## src/rtl/qam_symbol_capture_ctrl.sv

```systemverilog
// qam_symbol_capture_ctrl: captures demapped QAM symbols into a FIFO and drains a frame to the host.
module qam_symbol_capture_ctrl #(
  parameter int SYM_W     = 4,
  parameter int DEPTH     = 16,
  parameter int FRAME_LEN = 16,
  parameter int DROP_W    = 8
) (
  input  logic                     dclk,
  input  logic                     reset_n,
  input  logic                     enable,
  input  logic                     overrun_en,
  input  logic                     sym_valid,
  input  logic [SYM_W-1:0]         sym_in,
  input  logic                     read,
  output logic [SYM_W-1:0]         rd_data,
  output logic                     rd_valid,
  output logic                     available,
  output logic                     complete,
  output logic [$clog2(DEPTH):0]   fill_level,
  output logic [DROP_W-1:0]        drop_count,
  output logic [1:0]               state
);
  localparam int AW = $clog2(DEPTH);
  localparam logic [AW:0] FL = (AW+1)'(FRAME_LEN);
  localparam logic [AW:0] FULL_L = (AW+1)'(DEPTH);
  typedef enum logic [1:0] {IDLE, RECEIVE, READY, READOUT} state_t;
  state_t st, nst;
  logic [SYM_W-1:0] mem [DEPTH];
  logic [AW-1:0] wr_ptr, rd_ptr;
  logic [AW:0] fill_nxt;
  logic full, empty, push, pop, drop;
  assign state = st;
  assign full  = fill_level == FULL_L;
  assign empty = fill_level == '0;
  assign push  = sym_valid & (st == RECEIVE | (st == READY & overrun_en)) & !full;
  assign pop   = read & (st == READY | st == READOUT) & !empty;
  assign drop  = sym_valid & !push & (st != IDLE);
  always_comb begin
    fill_nxt = (push & !pop) ? fill_level + (AW+1)'(1) :
               (pop & !push) ? fill_level - (AW+1)'(1) : fill_level;
    nst = st;
    if (!enable) nst = IDLE;
    else
      case (st)
        IDLE:    nst = RECEIVE;
        RECEIVE: nst = (fill_nxt >= FL) ? READY : RECEIVE;
        READY:   nst = read ? READOUT : READY;
        default: nst = (fill_nxt == '0) ? RECEIVE : READOUT;
      endcase
  end
  always_ff @(posedge dclk) if (push) mem[wr_ptr] <= sym_in;
  always_ff @(posedge dclk) begin
    if (!reset_n) begin
      st         <= IDLE;
      wr_ptr     <= '0;
      rd_ptr     <= '0;
      fill_level <= '0;
      drop_count <= '0;
      rd_valid   <= 1'b0;
      rd_data    <= '0;
      available  <= 1'b0;
      complete   <= 1'b1;
    end else begin
      st        <= nst;
      available <= nst == READY || nst == READOUT;
      complete  <= !(nst == READY || nst == READOUT);
      rd_valid  <= pop;
      if (pop) rd_data <= mem[rd_ptr];
      // a pop issued in the abort cycle still delivers its word; the FIFO is flushed behind it
      if (!enable) begin
        wr_ptr     <= '0;
        rd_ptr     <= '0;
        fill_level <= '0;
      end else begin
        if (push) wr_ptr <= wr_ptr + AW'(1);
        if (pop) rd_ptr <= rd_ptr + AW'(1);
        fill_level <= fill_nxt;
      end
      if (st == IDLE && enable) drop_count <= '0;
      else if (drop && drop_count != '1) drop_count <= drop_count + DROP_W'(1);
    end
  end
endmodule
```

## config.mk

```make
export PLATFORM = sky130hd
export DESIGN_NAME = qam_symbol_capture_ctrl
export DESIGN_NICKNAME = d
export VERILOG_FILES = /design/src/rtl/qam_symbol_capture_ctrl.sv
export SDC_FILE = /design/constraint.sdc
export NUM_CORES = 1
export LEC_CHECK = 0
export BUFFER_PORTS_ARGS = -buffer_cell sky130_fd_sc_hd__buf_2
export CORE_UTILIZATION = 35
export CTS_CLUSTER_SIZE = 24
export DETAILED_ROUTE_END_ITERATION = 8
export HOLD_SLACK_MARGIN = 0.15
export PLACE_DENSITY_LB_ADDON = 0.05
export RECOVER_POWER = 100
export SLEW_MARGIN = 20
export SYNTH_ARGS = -nofsm -noshare
export SYNTH_HDL_FRONTEND = slang
export SYNTH_SLANG_ARGS = --single-unit
```

## constraint.sdc

```tcl
create_clock -name dclk -period 2.63 [get_ports dclk]
set_clock_uncertainty 0.15 [all_clocks]
set_input_delay 0.1315 -clock dclk [delete_from_list [all_inputs] [get_ports dclk]]
set_output_delay 0.1315 -clock dclk [all_outputs]
set_load 0.05 [all_outputs]
```

==> flow_metrics.py <==
metrics = {
    "status": {
        "outcome": "finished, final reports clean",
    },
    "logic_synthesis": {
        "synthCells": 280,
        "synthArstFlopShare": 0,
        "ys_types": 43,
        "synth_area_mm2": 0.00395,
        "synth-seq-cells": 94,
        "synth_seq_area_share": 0.639,
        "synthMuxAreaShare": 0.102,
        "synth_xor_area_frac": 0.0355,
        "syn_nets": 298,
        "synth_edf_count": 64,
        "yosys.area_share.adder": 0.0253,
        "synth_ff_type": "edfxtp_1",
        "synth_compound_area_frac": 0.0551,
        "syn_area_per_cell_um2": 14.1,
        "synthSimpleGateAreaFrac": 0.126,
        "synth_top_family_by_area": "simple AND/OR/NAND/NOR gates",
        "synth_warnings": 0,
    },
    "placed_design": {
        "place.detailed.hpwl_um": 5580,
        "port_buffers": 31,
        "gp_congestion": 0.743,
        "place_inst": 452,
    },
    "grt": {
        "grt_usage": 0.154,
        "overflow": 0,
        "grt_max_degree": 20,
        "antenna_found_initial": 0,
        "first_global_vias": 2325,
        "grt_pass1_wl_um": 12900,
    },
    "final_layout": {
        "fin_cells": 475,
        "layout_common_cells": "64 x edfxtp_1, 38 x nor2_1, 33 x clkbuf_1",
        "fin_nets": 348,
        "area_growth_pct": 17.2,
        "final_common_cell": "edfxtp_1",
        "diodes": 0,
        "fillers": 1047,
        "drive_gt1_frac": 0.143,
    },
    "flow_run": {
        "maxCapViolCount": 0,
    },
    "drt": {
        "drt_iter0_drc": 108,
        "viasPerCell": 4.96,
        "vias": 2354,
        "routed_wl_um": 8080,
        "ant_nets": 0,
        "drc": 0,
        "wl_per_cell_um": 17.0,
        "drtPass1Iterations": 4,
    },
    "worst_hold_path": {
        "holdPathStages": 5,
        "hp-class": "in -> reg",
    },
    "clocking": {
        "htreeDepth": 3,
        "cts_sinks": 94,
        "clk-insertion-delay-late_ps": 340,
        "tritoncts": "yes",
        "cts_buffer_depth": 2,
        "path_clk_slew_ps": 60,
        "postCtsSetupBuffers": 0,
        "ctsRootBufferMaster": "clkbuf_16",
        "cts_buffers": 9,
        "post_cts_resized": 0,
    },
    "worst_setup_path": {
        "crit_cells": 8,
        "timing.rr.start": "fill_level[0]",
        "worstSetupStartpoint": "fill_level[0]",
        "start_kind": "register",
        "r2r_end": "complete",
        "cp_max_fo": 6,
        "max_stage_delay_ps": 530,
        "crit_type": "reg -> reg",
        "endpoint_kind": "register",
        "path_buf_inv": 1,
        "worstPathRequired_ps": 2700,
        "arrival_ps": 2560,
        "cp_top_family": "simple AND/OR/NAND/NOR gates",
        "path_cells": "inv_1, ha_1, or4b_1, nand2_1, nand2_2, and2_0, a22o_1, a311o_1",
        "critPathCapture": "complete",
        "r2r_cells": 8,
        "cp_slowest_cell": "or4b_1",
        "reg2reg_setup_slack_ps": 150,
    },
    "die": {
        "start_util": 0.361,
        "fp.dieW_um": 108,
        "std_cell_rows": 38,
        "dieArea_mm2": 0.0117,
        "core_area_mm2": 0.0109,
        "dieHeight_um": 108,
        "ios": 32,
    },
    "sta": {
        "timing.hold.ws_ps": 281,
        "slew_headroom": 0.471,
        "setup_viol": 0,
        "drv_slew": 0,
        "tns_ps": 0,
        "hold_viol": 0,
        "rsz0062_at_grt": "no",
        "timing.fmax_mhz": 403,
        "fin_crit_sh": 0.944,
        "period_needed_ps": 2480,
        "tightest_slew_ps": 794,
    },
    "power_and_ir_drop": {
        "irDropWorstVdd_uv": 321,
        "power_density_mw_per_mm2": 628,
        "power_leakage_nw": 1.50,
    },
}
## registers in the layout (all words and copies together) (netlist names), 2 cells and up
signal      count
rd_ptr          4
fill_level      5
state           2
wr_ptr          4
rd_data         4
drop_count      8
mem            64
## worst reg2reg max path: cells and delay by family (launching register included)
| kind | cells | cell delay (ps) |
|---|---|---|
| compound gates | 2 | 640 |
| buf+inv | 1 | 90 |
| simple gates | 4 | 940 |
| fa+ha+maj | 1 | 210 |
| flops | 1 | 340 |
## worst min-delay path by stage
| stage | from | end | slack, ps |
|---|---|---|---|
| after floorplan | sym_in[0] | mem[0][0] | 80 |
| after global placement | read | state[0] | 290 |
| after detailed placement | read | state[0] | 290 |
| after CTS | overrun_en | fill_level[4] | 320 |
| after global routing | sym_valid | fill_level[4] | 320 |
| final | sym_valid | fill_level[4] | 280 |
## cells in the mapped netlist (2+ instances only)
master,number,share of area
edfxtp_1,64,0.49
nor2_1,38,0.036
dfxtp_1,30,0.15
nand2_1,17,0.016
mux4_2,16,0.091
a21oi_1,10,0.013
xor2_1,10,0.022
a22oi_1,8,0.015
ha_1,8,0.025
nand4_1,8,0.013
and3_1,6,0.0095
inv_1,6,0.0057
nor2b_1,6,0.0095
xnor2_1,6,0.013
clkbuf_1,5,0.0048
nor3_1,5,0.0063
buf_2,3,0.0038
mux2i_1,3,0.0076
nand2b_1,3,0.0048
a211oi_1,2,0.0038
a311oi_1,2,0.0044
and2_1,2,0.0032
and2_4,2,0.0044
## through the flow
| stage | setup slack, ps | area [um^2] | util | total power, mW |
|---|---|---|---|---|
| floorplan | 84.5 | 3970 | - | 1.66 |
| global placement | 170 | 4360 | 0.399 | 1.70 |
| detailed placement | 114 | 4360 | 0.399 | 1.70 |
| CTS | 85.6 | 4710 | 0.431 | 2.96 |
| global route | 17.4 | 4630 | 0.423 | 3.01 |
| finish | 147 | 4630 | 0.423 | 2.91 |
## area by class of cell
type	count	area (um^2)	area share
inverters	6	22.5	0.00486
repair buffers	49	280	0.0605
well taps	140	175	0.0378
clock buffers	10	229	0.0495
multi-input cells	170	1350	0.291
clock inverters	6	52.6	0.0114
flip-flops and latches	94	2520	0.545
## report_power, final
part	leakage (nW)	internal, mW	switching [mW]	total [mW]
Combinational	0.544	0.0280	0.0543	0.0824
Sequential	0.819	1.58	0.00412	1.59
Clock	0.141	0.725	0.514	1.24
## per-layer routing
layer  share of wire  up-vias  global-route usage
li1                -     1141                   -
met1            0.51     1166               0.224
met2            0.43       39               0.219
met3           0.041        8              0.0494
met4           0.012        0              0.0440
met5               0        -                   0
## cells by family (layout without fill, tap and decap cells)
family / Yosys count / after routing
flops: 94 / 94
xor+xnor: 16 / 16
simple gates: 96 / 96
buf+inv: 16 / 71
compound gates: 30 / 30
fa+ha+maj: 8 / 8
mux: 20 / 20
## repair_timing
action	in CTS	in global routing
endpoints found under the hold margin	78	0
setup endpoints to repair	0	2
hold buffers	7	0
Note: power is estimated with default switching activity, not from simulation.
